===== config.mk =====
export PLATFORM = sky130hd
export DESIGN_NAME = rob_ctrl_flat
export DESIGN_NICKNAME = d
export VERILOG_FILES = /design/src/rtl/rob_ctrl_if.sv /design/src/rtl/rob_ctrl.sv /design/src/flat_wrapper.sv
export SDC_FILE = /design/constraint.sdc
export NUM_CORES = 1
export LEC_CHECK = 0
export CAP_MARGIN = 15
export CORE_ASPECT_RATIO = 0.5
export CORE_UTILIZATION = 47
export DETAILED_ROUTE_END_ITERATION = 10
export GPL_TIMING_DRIVEN = 0
export PLACE_DENSITY = 0.69
export SYNTH_ARGS = -nofsm -noshare
export SYNTH_HDL_FRONTEND = slang
export SYNTH_SLANG_ARGS = --single-unit

===== constraint.sdc =====
create_clock -name clk -period 4.52 [get_ports clk]
set_input_delay 0.904 -clock clk [delete_from_list [all_inputs] [get_ports clk]]
set_output_delay 0.904 -clock clk [all_outputs]
set_load 0.02 [all_outputs]

===== src/rtl/rob_ctrl_if.sv =====
// Bundle between the dispatch/execute side and the reorder-buffer controller.
// The bundle also carries the ROB storage RAM write/read port controls that the
// controller drives.
//   master : issues allocations, completions and flushes; observes tags, RAM port
//            controls, commits and occupancy.
//   slave  : the rob_ctrl block itself.
interface rob_ctrl_if #(
  parameter int unsigned ADDR = 4
);
  // Allocation (dispatch side)
  logic            alloc_req_0;
  logic            alloc_req_1;
  logic            alloc_ready;
  logic [ADDR-1:0] alloc_tag_0;
  logic [ADDR-1:0] alloc_tag_1;
  // RAM write ports
  logic            wr_en_0;
  logic            wr_en_1;
  logic [ADDR-1:0] addr_in_0;
  logic [ADDR-1:0] addr_in_1;
  // Completion (execute side)
  logic            cmpl_valid;
  logic [ADDR-1:0] cmpl_tag;
  // RAM read ports 0/1 (head, head+1)
  logic            o_en_0;
  logic            o_en_1;
  logic [ADDR-1:0] addr_out_0;
  logic [ADDR-1:0] addr_out_1;
  // Retirement
  logic            commit_valid_0;
  logic            commit_valid_1;
  logic [ADDR-1:0] commit_tag_0;
  logic [ADDR-1:0] commit_tag_1;
  // Squash and occupancy
  logic            flush;
  logic [ADDR:0]   count;
  logic            full;
  logic            empty;

  modport master (
    output alloc_req_0, alloc_req_1, cmpl_valid, cmpl_tag, flush,
    input  alloc_ready, alloc_tag_0, alloc_tag_1,
    input  wr_en_0, wr_en_1, addr_in_0, addr_in_1,
    input  o_en_0, o_en_1, addr_out_0, addr_out_1,
    input  commit_valid_0, commit_valid_1, commit_tag_0, commit_tag_1,
    input  count, full, empty
  );

  modport slave (
    input  alloc_req_0, alloc_req_1, cmpl_valid, cmpl_tag, flush,
    output alloc_ready, alloc_tag_0, alloc_tag_1,
    output wr_en_0, wr_en_1, addr_in_0, addr_in_1,
    output o_en_0, o_en_1, addr_out_0, addr_out_1,
    output commit_valid_0, commit_valid_1, commit_tag_0, commit_tag_1,
    output count, full, empty
  );
endinterface


===== src/rtl/rob_ctrl.sv =====
// Reorder-buffer controller sitting in front of the ROB storage RAM.
// Allocates up to two in-order entries per cycle at the tail, marks entries done
// on completion by tag, and retires up to two done entries per cycle from the head.
// Ports:
//   clk   : clock, all state updates on posedge
//   reset : asynchronous active-low reset
//   bus   : rob_ctrl_if.slave -- alloc/completion/flush inputs, RAM write and
//           read port controls, commit outputs and occupancy status
module rob_ctrl #(
  parameter int unsigned ADDR  = 4,
  parameter int unsigned DEPTH = 1 << ADDR
) (
  input logic       clk,
  input logic       reset,
  rob_ctrl_if.slave bus
);

  localparam logic [ADDR:0] DepthCnt = (ADDR+1)'(DEPTH);

  logic [ADDR-1:0]  head_q, head_d, tail_q, tail_d;
  logic [ADDR-1:0]  head1, tail1;
  logic [ADDR:0]    count_q, count_d, free_cnt;
  logic [DEPTH-1:0] valid_q, valid_d, done_q, done_d;
  logic             alloc_ready, acc0, acc1, cv0, cv1;

  // Output-side decode, all from registered state plus this cycle's requests.
  always_comb begin
    free_cnt    = DepthCnt - count_q;
    // Same-cycle commits never free space for allocation; this margin is what
    // keeps a new tail from landing on an entry that is retiring this cycle.
    alloc_ready = free_cnt >= (ADDR+1)'(2);
    tail1       = tail_q + ADDR'(1);
    head1       = head_q + ADDR'(1);
    acc0        = alloc_ready & bus.alloc_req_0 & ~bus.flush;
    acc1        = acc0 & bus.alloc_req_1;
    cv0         = valid_q[head_q] & done_q[head_q] & ~bus.flush;
    cv1         = cv0 & valid_q[head1] & done_q[head1];
  end

  assign bus.alloc_ready    = alloc_ready;
  assign bus.alloc_tag_0    = tail_q;
  assign bus.alloc_tag_1    = tail1;
  assign bus.wr_en_0        = acc0;
  assign bus.wr_en_1        = acc1;
  assign bus.addr_in_0      = tail_q;
  assign bus.addr_in_1      = tail1;
  assign bus.o_en_0         = valid_q[head_q];
  assign bus.o_en_1         = valid_q[head1];
  assign bus.addr_out_0     = head_q;
  assign bus.addr_out_1     = head1;
  assign bus.commit_valid_0 = cv0;
  assign bus.commit_valid_1 = cv1;
  assign bus.commit_tag_0   = head_q;
  assign bus.commit_tag_1   = head1;
  assign bus.count          = count_q;
  assign bus.full           = (count_q == DepthCnt);
  assign bus.empty          = (count_q == '0);

  // Next-state. Completion is applied before retirement so a completion hitting
  // an entry that retires this cycle leaves no stale done bit behind.
  always_comb begin
    valid_d = valid_q;
    done_d  = done_q;
    head_d  = head_q;
    tail_d  = tail_q;
    count_d = count_q;
    if (bus.flush) begin
      valid_d = '0;
      done_d  = '0;
      head_d  = '0;
      tail_d  = '0;
      count_d = '0;
    end else begin
      if (bus.cmpl_valid && valid_q[bus.cmpl_tag]) begin
        done_d[bus.cmpl_tag] = 1'b1;
      end
      if (cv0) begin
        valid_d[head_q] = 1'b0;
        done_d[head_q]  = 1'b0;
      end
      if (cv1) begin
        valid_d[head1] = 1'b0;
        done_d[head1]  = 1'b0;
      end
      if (acc0) begin
        valid_d[tail_q] = 1'b1;
        done_d[tail_q]  = 1'b0;
      end
      if (acc1) begin
        valid_d[tail1] = 1'b1;
        done_d[tail1]  = 1'b0;
      end
      head_d  = head_q + ADDR'(cv0) + ADDR'(cv1);
      tail_d  = tail_q + ADDR'(acc0) + ADDR'(acc1);
      count_d = count_q + (ADDR+1)'(acc0) + (ADDR+1)'(acc1)
                        - (ADDR+1)'(cv0) - (ADDR+1)'(cv1);
    end
  end

  always_ff @(posedge clk or negedge reset) begin
    if (!reset) begin
      head_q  <= '0;
      tail_q  <= '0;
      count_q <= '0;
      valid_q <= '0;
      done_q  <= '0;
    end else begin
      head_q  <= head_d;
      tail_q  <= tail_d;
      count_q <= count_d;
      valid_q <= valid_d;
      done_q  <= done_d;
    end
  end

endmodule


===== src/flat_wrapper.sv =====
// flat-port wrapper written by rule: the top's interface ports become plain ports
module rob_ctrl_flat 
#(
  parameter int unsigned ADDR  = 4,
  parameter int unsigned DEPTH = 1 << ADDR
)
  (clk, reset, bus_alloc_req_0, bus_alloc_req_1, bus_cmpl_valid, bus_cmpl_tag, bus_flush, bus_alloc_ready, bus_alloc_tag_0, bus_alloc_tag_1, bus_wr_en_0, bus_wr_en_1, bus_addr_in_0, bus_addr_in_1, bus_o_en_0, bus_o_en_1, bus_addr_out_0, bus_addr_out_1, bus_commit_valid_0, bus_commit_valid_1, bus_commit_tag_0, bus_commit_tag_1, bus_count, bus_full, bus_empty);
  rob_ctrl_if #(.ADDR(ADDR)) bus_i ();
  input logic clk;
  input logic reset;
  input wire logic [$bits(bus_i.alloc_req_0)-1:0] bus_alloc_req_0;
  input wire logic [$bits(bus_i.alloc_req_1)-1:0] bus_alloc_req_1;
  input wire logic [$bits(bus_i.cmpl_valid)-1:0] bus_cmpl_valid;
  input wire logic [$bits(bus_i.cmpl_tag)-1:0] bus_cmpl_tag;
  input wire logic [$bits(bus_i.flush)-1:0] bus_flush;
  output wire logic [$bits(bus_i.alloc_ready)-1:0] bus_alloc_ready;
  output wire logic [$bits(bus_i.alloc_tag_0)-1:0] bus_alloc_tag_0;
  output wire logic [$bits(bus_i.alloc_tag_1)-1:0] bus_alloc_tag_1;
  output wire logic [$bits(bus_i.wr_en_0)-1:0] bus_wr_en_0;
  output wire logic [$bits(bus_i.wr_en_1)-1:0] bus_wr_en_1;
  output wire logic [$bits(bus_i.addr_in_0)-1:0] bus_addr_in_0;
  output wire logic [$bits(bus_i.addr_in_1)-1:0] bus_addr_in_1;
  output wire logic [$bits(bus_i.o_en_0)-1:0] bus_o_en_0;
  output wire logic [$bits(bus_i.o_en_1)-1:0] bus_o_en_1;
  output wire logic [$bits(bus_i.addr_out_0)-1:0] bus_addr_out_0;
  output wire logic [$bits(bus_i.addr_out_1)-1:0] bus_addr_out_1;
  output wire logic [$bits(bus_i.commit_valid_0)-1:0] bus_commit_valid_0;
  output wire logic [$bits(bus_i.commit_valid_1)-1:0] bus_commit_valid_1;
  output wire logic [$bits(bus_i.commit_tag_0)-1:0] bus_commit_tag_0;
  output wire logic [$bits(bus_i.commit_tag_1)-1:0] bus_commit_tag_1;
  output wire logic [$bits(bus_i.count)-1:0] bus_count;
  output wire logic [$bits(bus_i.full)-1:0] bus_full;
  output wire logic [$bits(bus_i.empty)-1:0] bus_empty;
  assign bus_i.alloc_req_0 = bus_alloc_req_0;
  assign bus_i.alloc_req_1 = bus_alloc_req_1;
  assign bus_i.cmpl_valid = bus_cmpl_valid;
  assign bus_i.cmpl_tag = bus_cmpl_tag;
  assign bus_i.flush = bus_flush;
  assign bus_alloc_ready = bus_i.alloc_ready;
  assign bus_alloc_tag_0 = bus_i.alloc_tag_0;
  assign bus_alloc_tag_1 = bus_i.alloc_tag_1;
  assign bus_wr_en_0 = bus_i.wr_en_0;
  assign bus_wr_en_1 = bus_i.wr_en_1;
  assign bus_addr_in_0 = bus_i.addr_in_0;
  assign bus_addr_in_1 = bus_i.addr_in_1;
  assign bus_o_en_0 = bus_i.o_en_0;
  assign bus_o_en_1 = bus_i.o_en_1;
  assign bus_addr_out_0 = bus_i.addr_out_0;
  assign bus_addr_out_1 = bus_i.addr_out_1;
  assign bus_commit_valid_0 = bus_i.commit_valid_0;
  assign bus_commit_valid_1 = bus_i.commit_valid_1;
  assign bus_commit_tag_0 = bus_i.commit_tag_0;
  assign bus_commit_tag_1 = bus_i.commit_tag_1;
  assign bus_count = bus_i.count;
  assign bus_full = bus_i.full;
  assign bus_empty = bus_i.empty;
  rob_ctrl #(.ADDR(ADDR), .DEPTH(DEPTH)) u_core (.clk(clk), .reset(reset), .bus(bus_i));
endmodule

==> flow_metrics.py, run 1 <==
metrics = {
    "finish": {
        "nets": 495,
        "multi_input_area_mm2": 0.00238,
        "layout-drive-gt1-share_pct": 14.6,
        "nFillCells": 676,
        "antennaDiodeCount": 0,
        "area_growth_pct": 21.8,
        "seq_area_mm2": 0.00113,
    },
    "die": {
        "start_util_pct": 50.2,
        "die_w_um": 129,
        "core_mm2": 0.00760,
        "pin_count": 56,
        "dieArea_mm2": 0.00850,
        "die_y_um": 65.7,
        "num_rows": 22,
    },
    "grt": {
        "antenna_found_initial": 0,
        "grt_pass1_wl_um": 18500,
        "grtUsageTotal_pct": 30.0,
        "grt_start_max_net_pins": 41,
        "grt_pass1_vias": 3387,
        "grt_overflow": 0,
    },
    "timing": {
        "worst_slack_ns": 0.0845,
        "drv_slew": 0,
        "final_hold_viol_count": 0,
        "fmax_ghz": 0.225,
        "rsz0062_at_grt": "true",
        "finalSetupViolations": 0,
        "period_minus_slack_ns": 4.44,
        "timing.hold.ws_ns": 0.440,
        "fin_setup_tns_ns": 0,
        "finalCritPeriodShare_pct": 98.1,
        "maxSlewHeadroom_pct": 53.1,
        "skew_ns": 0.00991,
        "tightest_slew_ns": 0.702,
    },
    "cts": {
        "worstSkewPairLatency_ns": 0.29,
        "htree_num_levels": 2,
        "tritoncts": "built",
        "cts_buffer_depth": 2,
        "cts_buffers": 5,
        "cts_root_buf": "clkbuf_16",
        "postCtsHoldBufs": 0,
        "cts.sink_count": 45,
        "clkSlewWorstSetupHoldPaths_ns": 0.06,
    },
    "placed_design": {
        "hpwl_um": 8880,
        "place_congestion": 0.938,
        "dp_slack_ns": -0.114,
        "io_buffers": 51,
    },
    "worst_setup_path": {
        "critPathSlowestCell": "clkdlybuf4s50_1",
        "critPathMostFrequentCell": "buf_6",
        "slowest_delay_ns": 0.61,
        "crit_path_start_kind": "register",
        "worstSetupPathType": "reg -> out",
        "cp_max_fo": 10,
        "worstPathCellList": "buf_6, buf_6, inv_1, ha_1, clkbuf_8, mux4_2, mux2i_1, mux2i_2, and3_1, clkdlybuf4s50_1",
        "critical_path_buf_inv_count": 5,
        "cp_top_family": "buffers and inverters",
        "arrival_ns": 3.53,
        "crit_path_end_kind": "primary output",
        "required_ns": 3.62,
    },
    "yosys": {
        "synth_area_mm2": 0.00381,
        "netlist_instances": 402,
        "postSynth.asyncResetShare_pct": 100,
        "synth-edff-count": 0,
        "syn_nets": 436,
        "synth_top_cell_by_area": "dfrtp_1",
        "yosysSeqAreaShare_pct": 29.5,
        "synth_area_leaders": "dfrtp_1 30%, mux4_2 8.3%, ha_1 6.6%",
        "syn_area_per_cell_um2": 9.49,
        "ys_warn_count": 0,
        "synth.most_common_cell": "dfrtp_1",
        "ys_seq_elements": 45,
        "synth_commonest_cells": "45 x dfrtp_1, 34 x a21oi_1, 29 x nor2_1",
        "synth_cell_type_count": 58,
        "synth_flop_cell": "dfrtp_1",
        "synth_top_cell_area_share_pct": 29.5,
    },
    "power": {
        "powerDensity_mw_per_mm2": 265,
        "p_leak_uw": 0.00205,
        "ir_worst_vdd_v": 0.000263,
        "power.total_uw": 1230,
    },
    "route": {
        "drc_errors": 0,
        "wl_per_cell_um": 20.8,
        "drt_iter0_drc": 305,
        "vias_per_cell": 6.13,
        "final_antenna_net_count": 0,
        "wl_um": 11800,
        "num_vias": 3479,
        "first_pass_iters": 5,
    },
    "run_status": {
        "status": "completed",
    },
    "run": {
        "maxCapViolations": 0,
    },
    "hold_path": {
        "hp-class": "in -> async",
    },
}
state kept, by name, summed over array words and instances (netlist names):
name and flops:
u_core.bus.addr_out_0 4, u_core.valid_q 16, u_core.done_q 16, u_core.bus.count 5, u_core.bus.addr_in_0 4
layout by cell type (no fill, tap or decap), types with 6 or more instances in the layout:
cell             count
a21oi_1             34
a31o_2               8
and2_1               7
and3_1              21
and3b_1              6
buf_4               18
clkbuf_1            14
clkdlybuf4s50_1     50
dfrtp_1             44
ha_1                20
inv_1               23
mux4_1               6
mux4_2              14
nand2_1             21
nand3_1             11
nand4_1              6
nor2_1              29
nor2b_1             11
o21ai_0             12
xor2_1               6
worst paths after layout:
check	cells past startpoint	end	startpoint	slack, ns
setup / recovery	10	bus_commit_valid_1	u_core.bus.addr_out_0[0]	0.08
hold / removal	1	u_core.bus.addr_in_0[0]	reset	0.44
setup reg to reg	18	u_core.bus.count[4]	u_core.bus.addr_out_0[0]	0.40
hold reg to reg	1	u_core.valid_q[3]	u_core.valid_q[3]	0.56
max in group asynchronous	2	u_core.bus.addr_out_0[0]	reset	3.61
min in group clk	1	u_core.valid_q[3]	u_core.valid_q[3]	0.56
cells by family (layout without fill, tap and decap cells):
family / count (synthesis) / count (layout) / synth area share, %
and+or+nand+nor: 137 / 137 / 20.2
AOI/OAI and AO/OA: 93 / 93 / 16.5
buffers and inverters: 66 / 124 / 8.60
DFF: 45 / 45 / 29.5
muxes: 26 / 26 / 14.0
adders and majority gates: 24 / 24 / 8.66
xor gates and xnor gates: 11 / 11 / 2.53
area by class of cell:
cell class | instances | share of cell area, %
clock buffer | 5 | 2.69
buffer | 41 | 5.41
inverter | 24 | 1.94
sequential | 45 | 24.3
clock inverter | 1 | 0.108
multi-input combinational | 291 | 51.2
timing repair buffer | 53 | 11.5
tap | 108 | 2.91
timing repair:
action / 4_1_cts / 5_1_grt
cloned: 0 / 0
setup buffers: 1 / 0
resized for setup: 8 / 2
pin swaps: 1 / 0
endpoints found under the setup margin: 5 / 2
metal layers:
metal | share of wire [%] | wire length [um] | global-route usage, % | vias to the layer above
met3 | 10 | 1210 | 9.93 | 7
met4 | 0.79 | 93 | 6.03 | 0
met2 | 44 | 5160 | 47.2 | 162
met5 | 0 | 0 | 0 | -
li1 | - | - | - | 1575
met1 | 45 | 5350 | 40.5 | 1735
metrics by stage:
step / utilization (%) / instances / area [um^2]
finish: 61.1 / 568 / 4650
global route: 61.1 / 568 / 4650
CTS: 61.1 / 569 / 4640
detailed placement: 58.9 / 562 / 4470
global placement: 58.7 / 561 / 4460
floorplan: - / 402 / 3810
power breakdown:
| part | internal, uW | switching [uW] | leakage, uW |
|---|---|---|---|
| clock | 198 | 154 | 0.0000655 |
| sequential | 423 | 31.7 | 0.000623 |
| combinational | 190 | 236 | 0.00136 |
worst reg2reg max path, cell delays in order, from the launching register on:
cell	delay (ns)
dfrtp_2	0.44
buf_6	0.21
buf_6	0.19
inv_1	0.10
ha_1	0.35
clkbuf_8	0.21
mux4_2	0.56
mux2i_2	0.23
mux2i_2	0.15
a21oi_1	0.18
ha_1	0.16
nor2_1	0.05
ha_1	0.26
inv_1	0.04
ha_1	0.21
a21oi_1	0.15
nor2_1	0.06
or3_1	0.33
a21oi_1	0.15
Note: power is estimated with default switching activity, not from simulation.
==> run 2, diff against run 1 <==
--- a/config.mk
+++ b/config.mk
@@ -7,10 +7,12 @@
 export LEC_CHECK = 0
 export CAP_MARGIN = 15
 export CORE_ASPECT_RATIO = 0.5
+export CORE_MARGIN = 2
 export CORE_UTILIZATION = 47
 export DETAILED_ROUTE_END_ITERATION = 10
 export GPL_TIMING_DRIVEN = 0
 export PLACE_DENSITY = 0.69
+export SLEW_MARGIN = 20
 export SYNTH_ARGS = -nofsm -noshare
 export SYNTH_HDL_FRONTEND = slang
 export SYNTH_SLANG_ARGS = --single-unit
==> run 2 against run 1 <==
  * Register-to-register slack worse by 0.17 ns
  * Largest power group unchanged
  * Sequential power barely moved
  * Via count shrank 0.80%
  * Fmax is 2.3% higher
  * Sequential share of layout area about the same
  * Clock power is 10% higher
  * Power increased by 2.5%
  * Critical path depth unchanged
  * First-iteration DRC count fell by 8.2%
==> flow_metrics.py, run 2 (synthesis gave the netlist of run 1 again) <==
metrics = {
    "run_status": {
        "status": "completed",
    },
    "cts": {
        "htree_num_levels": 2,
        "cts_buffer_depth": 2,
        "worstSkewPairLatency_ns": 0.29,
        "cts.sink_count": 45,
        "clkSlewWorstSetupHoldPaths_ns": 0.06,
        "cts_buffers": 5,
        "tritoncts": "built",
        "cts_root_buf": "clkbuf_16",
    },
    "route": {
        "wl_um": 11100,
        "vias_per_cell": 6.00,
        "drc_errors": 0,
        "num_vias": 3451,
        "first_pass_iters": 5,
        "drt_iter0_drc": 280,
        "final_antenna_net_count": 0,
        "wl_per_cell_um": 19.2,
    },
    "power": {
        "p_clk_share_pct": 30.8,
        "ir_worst_vdd_v": 0.000237,
        "sw_frac_of_total_pct": 33.0,
        "p_seq_share_pct": 36.0,
        "p_comb_share_pct": 33.2,
        "powerDensity_mw_per_mm2": 271,
        "p_leak_uw": 0.00208,
        "p_int_uw": 846,
        "netSwitchingPower_uw": 417,
    },
    "grt": {
        "use_met2_pct": 42.0,
        "grt_overflow": 0,
        "grt_use_met1_pct": 34.5,
        "top_usage_layer": "met2",
        "antenna_found_initial": 0,
        "grt_pass1_wl_um": 17500,
        "grtUsageTotal_pct": 25.8,
        "grtUsageMet3_pct": 7.73,
        "grt_pass1_vias": 3300,
        "grt_start_max_net_pins": 25,
    },
    "finish": {
        "fin_util_pct": 58.6,
        "nFillCells": 734,
        "stdcell_area_mm2": 0.00465,
        "final_cell_mix": "49 x clkdlybuf4s50_1, 44 x dfrtp_1, 34 x a21oi_1",
        "area_growth_pct": 22.0,
        "antennaDiodeCount": 0,
        "layout_commonest_cell": "clkdlybuf4s50_1",
        "nets": 496,
        "layout-drive-gt1-share_pct": 14.3,
    },
    "worst_setup_path": {
        "cp.depth": 10,
        "critical_path_buf_inv_count": 5,
        "cp_top_family": "buffers and inverters",
        "slowest_delay_ns": 0.56,
        "cp_max_fo": 10,
        "worstPathCellList": "buf_6, buf_4, inv_1, ha_1, buf_4, mux4_2, mux2i_1, mux2i_1, and3_1, dlygate4sd2_1",
        "critPathSlowestCell": "mux4_2",
        "crit_path_end_kind": "primary output",
        "required_ns": 3.62,
        "crit_path_start_kind": "register",
        "worstSetupPathType": "reg -> out",
        "ff2ff_setup_slack_ns": 0.23,
        "arrival_ns": 3.43,
        "reg2regPathDepth": 18,
    },
    "run": {
        "maxCapViolations": 0,
    },
    "timing": {
        "fmax_ghz": 0.231,
        "timing.hold.ws_ns": 0.541,
        "finalCritPeriodShare_pct": 95.9,
        "maxSlewHeadroom_pct": 34.2,
        "drv_slew": 0,
        "tightest_slew_ns": 0.980,
        "period_minus_slack_ns": 4.33,
        "rsz0062_at_grt": "false",
        "finalSetupViolations": 0,
        "final_hold_viol_count": 0,
        "skew_ns": 0.00500,
    },
    "die": {
        "start_util_pct": 48.0,
        "pin_count": 56,
        "core_mm2": 0.00794,
        "num_rows": 23,
        "die_y_um": 67.7,
        "die_w_um": 131,
        "dieArea_mm2": 0.00889,
    },
    "placed_design": {
        "io_buffers": 51,
        "hpwl_um": 8220,
        "place_congestion": 0.941,
        "dpl-instance-area_mm2": 0.00448,
    },
    "hold_path": {
        "hold-path-cell-count": 1,
        "hp-class": "reg -> reg",
    },
}
==> run 2: per-layer routing <==
layer	part of all wire, %	vias to the layer above
met1	45	1670
met4	1.7	0
met5	0	-
met3	10	19
li1	-	1577
met2	43	185
==> run 2: worst register-to-register path, delay by kind of cell, from the launching register on <==
kind | cells | cell delay, ns
flip-flops | 1 | 0.45
AO/OA/AOI/OAI | 3 | 0.54
multiplexers | 3 | 0.95
adder cells (fa/ha/maj) | 4 | 0.98
buffers and inverters | 5 | 0.81
AND/OR/NAND/NOR | 3 | 0.46
==> run 2: final timing paths <==
path / end / startpoint
setup / recovery: bus_commit_valid_1 / u_core.bus.addr_out_0[0]
hold reg to reg: u_core.valid_q[3] / u_core.valid_q[3]
max in group asynchronous: u_core.bus.addr_out_0[0] / reset
min in group asynchronous: u_core.bus.addr_in_0[1] / reset
setup reg to reg: u_core.bus.count[4] / u_core.bus.addr_out_0[0]
hold / removal: u_core.valid_q[3] / u_core.valid_q[3]
==> run 2: layout make-up <==
type	instances	area, um^2	area share, %
Sequential cell	45	1130	24.2
Clock inverter	1	5.00	0.108
Tap cell	112	140	3.01
Timing Repair Buffer	53	532	11.4
Inverter	24	90.1	1.94
Clock buffer	7	153	3.28
Buffer	42	243	5.22
Multi-Input combinational cell	291	2360	50.8
==> run 2: through the flow <==
stage	total power (uW)	instances	setup TNS (ns)	setup WS [ns]
2_1_floorplan	709	402	0	0.0616
3_3_place_gp	870	565	-0.103	-0.0618
3_5_place_dp	875	566	-0.351	-0.119
4_1_cts	1270	575	0	0.162
5_1_grt	1330	575	0	0.000195
6_report	1260	575	0	0.186
==> run 2: timing repair <==
item / CTS / global route
gates resized for setup: 5 / 1
gates cloned: 0 / 0
pin swaps: 1 / 0
buffers inserted: 1 / 0
hold buffers: 0 / 0
endpoints found under the setup margin: 6 / 3
==> run 2: power by group through the flow <==
stage                     sequential (uW)  combinational, uW  clock, uW
after floorplan                       465                243          0
after global placement                461                409          0
after detailed placement              460                415          0
after CTS                             453                421        396
after global routing                  458                457        414
final                                 454                419        388
